<file path="src/rtl/arith_seq_pkg.sv">
// Shared definitions for the arithmetic operation sequencer.
// Holds the FSM state encoding and the fixed field widths.
package arith_seq_pkg;

  localparam int OP_W     = 4;
  localparam int STATUS_W = 4;
  localparam int CNT_W    = 4;

  typedef enum logic [1:0] {
    IDLE = 2'd0,
    WAIT = 2'd1,
    RESP = 2'd2
  } state_t;

endpackage

</file>
<file path="src/rtl/arith_op_sequencer_if.sv">
// Handshake/bus bundle between the sequencer, its command source,
// the arithmetic unit beside it and the response consumer.
// slave  : the sequencer's view.
// master : the surrounding environment's view.
interface arith_op_sequencer_if
  import arith_seq_pkg::*;
#(
  parameter int M = 32
);

  logic                i_cmd_valid;
  logic                o_cmd_ready;
  logic [M-1:0]        i_cmd_A;
  logic [M-1:0]        i_cmd_B;
  logic [OP_W-1:0]     i_cmd_op;
  logic [M-1:0]        o_arg_A;
  logic [M-1:0]        o_arg_B;
  logic [OP_W-1:0]     o_op;
  logic [M-1:0]        i_result;
  logic [STATUS_W-1:0] i_status;
  logic                o_rsp_valid;
  logic                i_rsp_ready;
  logic [M-1:0]        o_rsp_result;
  logic [STATUS_W-1:0] o_rsp_status;
  logic                o_busy;

  modport slave (
    input  i_cmd_valid, i_cmd_A, i_cmd_B, i_cmd_op,
    input  i_result, i_status, i_rsp_ready,
    output o_cmd_ready, o_arg_A, o_arg_B, o_op,
    output o_rsp_valid, o_rsp_result, o_rsp_status, o_busy
  );

  modport master (
    output i_cmd_valid, i_cmd_A, i_cmd_B, i_cmd_op,
    output i_result, i_status, i_rsp_ready,
    input  o_cmd_ready, o_arg_A, o_arg_B, o_op,
    input  o_rsp_valid, o_rsp_result, o_rsp_status, o_busy
  );

endinterface

</file>
<file path="src/rtl/arith_op_sequencer.sv">
// Arithmetic operation sequencer: accepts one command, drives it to an
// external arithmetic unit, waits LAT edges, captures result/status and
// holds the response until the consumer takes it.
// Optional feature: define ARITH_SEQ_STATUS_CNT_EN to add o_flag_count,
// a saturating count of responses carrying non-zero status.
module arith_op_sequencer
  import arith_seq_pkg::*;
#(
  parameter int M   = 32,
  parameter int LAT = 1
)(
  input  logic                 clk,
  input  logic                 i_reset,
  arith_op_sequencer_if.slave  io_bus
`ifdef ARITH_SEQ_STATUS_CNT_EN
  ,
  output logic [15:0]          o_flag_count
`endif
);

  localparam logic [CNT_W-1:0] LAT_CNT = CNT_W'(LAT);

  state_t              r_state;
  state_t              w_next_state;
  logic [CNT_W-1:0]    r_cnt;
  logic [M-1:0]        r_arg_A;
  logic [M-1:0]        r_arg_B;
  logic [OP_W-1:0]     r_op;
  logic [M-1:0]        r_rsp_result;
  logic [STATUS_W-1:0] r_rsp_status;
  logic                r_rsp_valid;
  logic                w_accept;
  logic                w_capture;
  logic                w_rsp_hs;

  // State register.
  always_ff @(posedge clk or negedge i_reset) begin
    if (!i_reset) r_state <= IDLE;
    else          r_state <= w_next_state;
  end

  // Next-state decode and the three events that move data.
  always_comb begin
    w_next_state = r_state;
    w_accept     = 1'b0;
    w_capture    = 1'b0;
    w_rsp_hs     = 1'b0;
    case (r_state)
      IDLE: if (io_bus.i_cmd_valid) begin
        w_accept     = 1'b1;
        w_next_state = WAIT;
      end
      WAIT: if (r_cnt == CNT_W'(1)) begin
        w_capture    = 1'b1;
        w_next_state = RESP;
      end
      RESP: if (io_bus.i_rsp_ready) begin
        w_rsp_hs     = 1'b1;
        w_next_state = IDLE;
      end
      default: w_next_state = IDLE;
    endcase
  end

  // Latency counter: loaded on accept, counts down while waiting.
  always_ff @(posedge clk or negedge i_reset) begin
    if (!i_reset)            r_cnt <= '0;
    else if (w_accept)       r_cnt <= LAT_CNT;
    else if (r_state == WAIT) r_cnt <= r_cnt - CNT_W'(1);
  end

  // Operand/opcode registers hold the last accepted command.
  always_ff @(posedge clk or negedge i_reset) begin
    if (!i_reset) begin
      r_arg_A <= '0;
      r_arg_B <= '0;
      r_op    <= '0;
    end else if (w_accept) begin
      r_arg_A <= io_bus.i_cmd_A;
      r_arg_B <= io_bus.i_cmd_B;
      r_op    <= io_bus.i_cmd_op;
    end
  end

  // Response capture and valid flag, cleared by the consumer handshake.
  always_ff @(posedge clk or negedge i_reset) begin
    if (!i_reset) begin
      r_rsp_result <= '0;
      r_rsp_status <= '0;
      r_rsp_valid  <= 1'b0;
    end else if (w_capture) begin
      r_rsp_result <= io_bus.i_result;
      r_rsp_status <= io_bus.i_status;
      r_rsp_valid  <= 1'b1;
    end else if (w_rsp_hs) begin
      r_rsp_valid  <= 1'b0;
    end
  end

`ifdef ARITH_SEQ_STATUS_CNT_EN
  logic [15:0] r_flag_count;

  // Saturating count of delivered responses with any status flag set.
  always_ff @(posedge clk or negedge i_reset) begin
    if (!i_reset)
      r_flag_count <= '0;
    else if (w_rsp_hs && (r_rsp_status != '0) && (r_flag_count != 16'hFFFF))
      r_flag_count <= r_flag_count + 16'd1;
  end

  assign o_flag_count = r_flag_count;
`endif

  assign io_bus.o_cmd_ready  = (r_state == IDLE);
  assign io_bus.o_busy       = (r_state != IDLE);
  assign io_bus.o_arg_A      = r_arg_A;
  assign io_bus.o_arg_B      = r_arg_B;
  assign io_bus.o_op         = r_op;
  assign io_bus.o_rsp_valid  = r_rsp_valid;
  assign io_bus.o_rsp_result = r_rsp_result;
  assign io_bus.o_rsp_status = r_rsp_status;

endmodule
</file>
<file path="src/flat_wrapper.sv">
// flat-port wrapper written by rule: the top's interface ports become plain ports
module arith_op_sequencer_flat import arith_seq_pkg::*;
#(
  parameter int M   = 32,
  parameter int LAT = 1
)
  (clk, i_reset, io_bus_i_cmd_valid, io_bus_i_cmd_A, io_bus_i_cmd_B, io_bus_i_cmd_op, io_bus_i_result, io_bus_i_status, io_bus_i_rsp_ready, io_bus_o_cmd_ready, io_bus_o_arg_A, io_bus_o_arg_B, io_bus_o_op, io_bus_o_rsp_valid, io_bus_o_rsp_result, io_bus_o_rsp_status, io_bus_o_busy);
  arith_op_sequencer_if #(.M(M)) io_bus_i ();
  input  logic clk;
  input  logic i_reset;
  input wire logic [$bits(io_bus_i.i_cmd_valid)-1:0] io_bus_i_cmd_valid;
  input wire logic [$bits(io_bus_i.i_cmd_A)-1:0] io_bus_i_cmd_A;
  input wire logic [$bits(io_bus_i.i_cmd_B)-1:0] io_bus_i_cmd_B;
  input wire logic [$bits(io_bus_i.i_cmd_op)-1:0] io_bus_i_cmd_op;
  input wire logic [$bits(io_bus_i.i_result)-1:0] io_bus_i_result;
  input wire logic [$bits(io_bus_i.i_status)-1:0] io_bus_i_status;
  input wire logic [$bits(io_bus_i.i_rsp_ready)-1:0] io_bus_i_rsp_ready;
  output wire logic [$bits(io_bus_i.o_cmd_ready)-1:0] io_bus_o_cmd_ready;
  output wire logic [$bits(io_bus_i.o_arg_A)-1:0] io_bus_o_arg_A;
  output wire logic [$bits(io_bus_i.o_arg_B)-1:0] io_bus_o_arg_B;
  output wire logic [$bits(io_bus_i.o_op)-1:0] io_bus_o_op;
  output wire logic [$bits(io_bus_i.o_rsp_valid)-1:0] io_bus_o_rsp_valid;
  output wire logic [$bits(io_bus_i.o_rsp_result)-1:0] io_bus_o_rsp_result;
  output wire logic [$bits(io_bus_i.o_rsp_status)-1:0] io_bus_o_rsp_status;
  output wire logic [$bits(io_bus_i.o_busy)-1:0] io_bus_o_busy;
  assign io_bus_i.i_cmd_valid = io_bus_i_cmd_valid;
  assign io_bus_i.i_cmd_A = io_bus_i_cmd_A;
  assign io_bus_i.i_cmd_B = io_bus_i_cmd_B;
  assign io_bus_i.i_cmd_op = io_bus_i_cmd_op;
  assign io_bus_i.i_result = io_bus_i_result;
  assign io_bus_i.i_status = io_bus_i_status;
  assign io_bus_i.i_rsp_ready = io_bus_i_rsp_ready;
  assign io_bus_o_cmd_ready = io_bus_i.o_cmd_ready;
  assign io_bus_o_arg_A = io_bus_i.o_arg_A;
  assign io_bus_o_arg_B = io_bus_i.o_arg_B;
  assign io_bus_o_op = io_bus_i.o_op;
  assign io_bus_o_rsp_valid = io_bus_i.o_rsp_valid;
  assign io_bus_o_rsp_result = io_bus_i.o_rsp_result;
  assign io_bus_o_rsp_status = io_bus_i.o_rsp_status;
  assign io_bus_o_busy = io_bus_i.o_busy;
  arith_op_sequencer #(.M(M), .LAT(LAT)) u_core (.clk(clk), .i_reset(i_reset), .io_bus(io_bus_i));
endmodule
</file>
<file path="config.mk">
export PLATFORM = sky130hd
export DESIGN_NAME = arith_op_sequencer_flat
export DESIGN_NICKNAME = d
export VERILOG_FILES = /design/src/rtl/arith_seq_pkg.sv /design/src/rtl/arith_op_sequencer_if.sv /design/src/rtl/arith_op_sequencer.sv /design/src/flat_wrapper.sv
export SDC_FILE = /design/constraint.sdc
export NUM_CORES = 1
export LEC_CHECK = 0
export BUFFER_PORTS_ARGS = -buffer_cell sky130_fd_sc_hd__buf_2
export CORE_MARGIN = 4
export CORE_UTILIZATION = 35
export CTS_CLUSTER_SIZE = 10
export DETAILED_ROUTE_END_ITERATION = 16
export GPL_TIMING_DRIVEN = 0
export PLACE_DENSITY = 0.71
export SYNTH_ARGS = -nofsm -noshare
export SYNTH_HDL_FRONTEND = slang
export SYNTH_SLANG_ARGS = --single-unit
</file>
<file path="constraint.sdc">
create_clock -name clk -period 1.82 [get_ports clk]
set_input_delay 0.364 -clock clk [delete_from_list [all_inputs] [get_ports clk]]
set_output_delay 0.364 -clock clk [all_outputs]
set_load 0.005 [all_outputs]
</file>
==> metrics.yaml <==
outcome: "completed"
avgSynthCellArea_sq_um: 17.9
ir_drop_v: 0.000708
wl_um: 10200
cts_inserted_buffers: 9
track_usage: 0.137
grt_max_degree: 57
synthCells: 253
dpl.hpwl_um: 7720
via_per_inst: 4.39
synth_area_sq_mm: 0.00453
yosysWarnings: 0
tightest_slew_ns: 0.729
dr.pass1.iters: 4
clock-sinks: 111
vias: 2909
finalCriticalPeriod_ns: 1.69
drv_slew: 0
synth_common_cells: "dfrtp_1, mux2_4, mux2_2"
core-area_sq_mm: 0.0126
clk_latency_ns: 0.34
ys_ff_latch: 111
drc_errors: 0
numPortBuffers: 214
p_per_area_mw_per_mm2: 1820
p_leak_uw: 0.00325
required_ns: 2.04
start_util: 0.359
yosysSeqAreaShare: 0.614
path_clk_slew_ns: 0.07
io_pins: 215
yosysTopAreaCell: "dfrtp_1"
drtIter0Drc: 91
cts_tree: "built"
die_area_sq_mm: 0.0148
period_share: 0.930
async_flop_share: 1.00
final_util: 0.493
synth_cell_types: 21
slew_headroom: 0.514
start_kind: "flip-flop"
ant_nets: 0
hold_viol_final: 0
r2r_slack_ns: 0.13
drv_cap: 0
synth_edf_count: 0
die_h_um: 122
worstSetupPathType: "flip-flop to flip-flop"
cts_buffer_depth: 2
r2r-end: "u_core.io_bus.o_rsp_result[23]"
holdCritPathClass: "input port to asynchronous set/reset pin"
synthFlopType: "dfrtp_1"
drive_above_1_share: 0.722
first_global_vias: 3077
areaGrowthSynthToFinish_pct: 37.4
synth_most_common_cell: "dfrtp_1"
rsz0062_at_grt: "no"
fmax_ghz: 0.591
grt_antenna_before_repair: 1
root_buffer: "clkbuf_16"
cts_hold_buf: 0
grt_overflow: 0
gp_congestion: 0.725
end_kind: "flip-flop"
wire_per_inst_um: 15.4
cp_data_arrival_time_ns: 1.91
die_x_um: 122
htreeDepth: 3
netlist_top_cells_area: "dfrtp_1, mux2_4, mux2_2, buf_12, ha_1"
setup_viol: 0
grt_pass1_wl_um: 15800
worstRegToRegCells: 6
crit_fanout: 10
fin_nets: 595
holdWs_ns: 0.0755
r2r_start: "u_core.r_cnt[0]"
clock-skew-final_ns: 0.00513
row_count: 41
yosysTopAreaCellShare: 0.614
syn-num-nets: 363
-- registers in the layout, summed over array words and instances (netlist names) --
name and cells:
u_core.io_bus.o_arg_A 32, u_core.io_bus.o_arg_B 32, u_core.io_bus.o_op 4, u_core.io_bus.o_rsp_result 32, u_core.io_bus.o_rsp_status 4, u_core.io_bus.o_rsp_valid 1, u_core.r_cnt 4, u_core.r_state 2
-- worst max path at each step --
stage / from / endpoint / slack (ns) / depth (start not counted)
2_1_floorplan: u_core.r_cnt[0] / u_core.io_bus.o_rsp_result[0] / 0.16 / 6
4_1_cts: u_core.r_cnt[1] / u_core.io_bus.o_rsp_result[23] / 0.04 / 7
5_1_grt: u_core.r_cnt[1] / u_core.io_bus.o_rsp_result[23] / 0.02 / 7
3_3_place_gp: i_reset / u_core.io_bus.o_arg_A[19] / -0.83 / 1
6_report: u_core.r_cnt[0] / u_core.io_bus.o_rsp_result[23] / 0.13 / 6
3_5_place_dp: u_core.r_cnt[1] / u_core.io_bus.o_rsp_status[2] / -0.09 / 7
-- stage by stage --
stage | total power, uW | worst slack (ns) | cells | cell area, sq um | setup TNS (ns)
after floorplan | 7340 | 0.158 | 253 | 4530 | 0
after global placement | 9070 | -0.826 | 639 | 5810 | -91.01
after detailed placement | 9260 | -0.0855 | 640 | 5840 | -0.735
after CTS | 11400 | 0.0374 | 656 | 6160 | 0
after global routing | 12100 | 0.0236 | 663 | 6220 | 0
final | 11300 | 0.128 | 663 | 6220 | 0
-- layer usage --
layer	vias to the layer above	global-route usage	routed length [um]	share of wire
met5	-	0	0	0
met4	0	0.0637	192	0.019
met3	16	0.0353	688	0.067
met2	109	0.231	5280	0.52
met1	1440	0.165	4050	0.40
li1	1344	-	-	-
-- cell type report --
cell class	count	area (sq um)
Tap cell	172	215
Inverter	4	15.0
Timing Repair Buffer	221	1150
Fill cell	1131	6400
Sequential cell	111	2780
Buffer	12	174
Multi-Input combinational cell	126	1570
Clock inverter	6	85.1
Clock buffer	10	229
Antenna cell	1	2.50
-- timing repair --
action / in CTS / in global routing
buffers inserted: 0 / 6
gates resized for setup: 2 / 2
setup endpoints to repair: 18 / 18
pin swaps: 0 / 1
-- cells in the final DEF (no fill, tap or decap) --
master	Yosys	final
clkbuf_16	0	9
mux2_2	39	39
buf_4	1	9
bufinv_16	0	2
nor3b_4	0	1
clkinvlp_4	0	2
or2b_1	1	1
mux2_4	65	65
o21ai_0	5	5
buf_2	3	214
nor4_1	1	1
buf_12	6	6
inv_1	4	4
or3b_1	1	1
xnor2_1	1	1
diode_2	0	1
nand3b_1	2	2
clkbuf_1	0	1
buf_16	0	1
nand2b_1	1	1
mux2i_1	1	1
nand2_1	3	3
dfrtp_1	111	111
nand3_1	2	2
or2_2	1	1
ha_1	2	2
buf_6	2	3
clkinv_2	0	2
-- cell families (layout without fill, tap and decap cells) --
group / Yosys count / in the layout / synth area share
other: 0 / 1 / 0
xor gates and xnor gates: 1 / 1 / 0.00194
muxes: 105 / 105 / 0.315
adders and majority gates: 2 / 2 / 0.00553
DFF: 111 / 111 / 0.614
AOI/OAI and AO/OA: 5 / 5 / 0.00553
buffers and inverters: 16 / 253 / 0.0398
and+or+nand+nor: 13 / 13 / 0.0185
-- where the power goes --
part,internal (uW),switching [uW]
registers,3750,672
logic,3100,1740
clock network,1200,869
total,8050,3280
-- critical path: stages, from the launching register on --
cell      delay (ns)
dfrtp_1         0.40
ha_1            0.21
nor3b_4         0.15
nand3b_1        0.13
buf_6           0.15
buf_4           0.18
mux2_2          0.35
(Power assumes the default switching activity.)
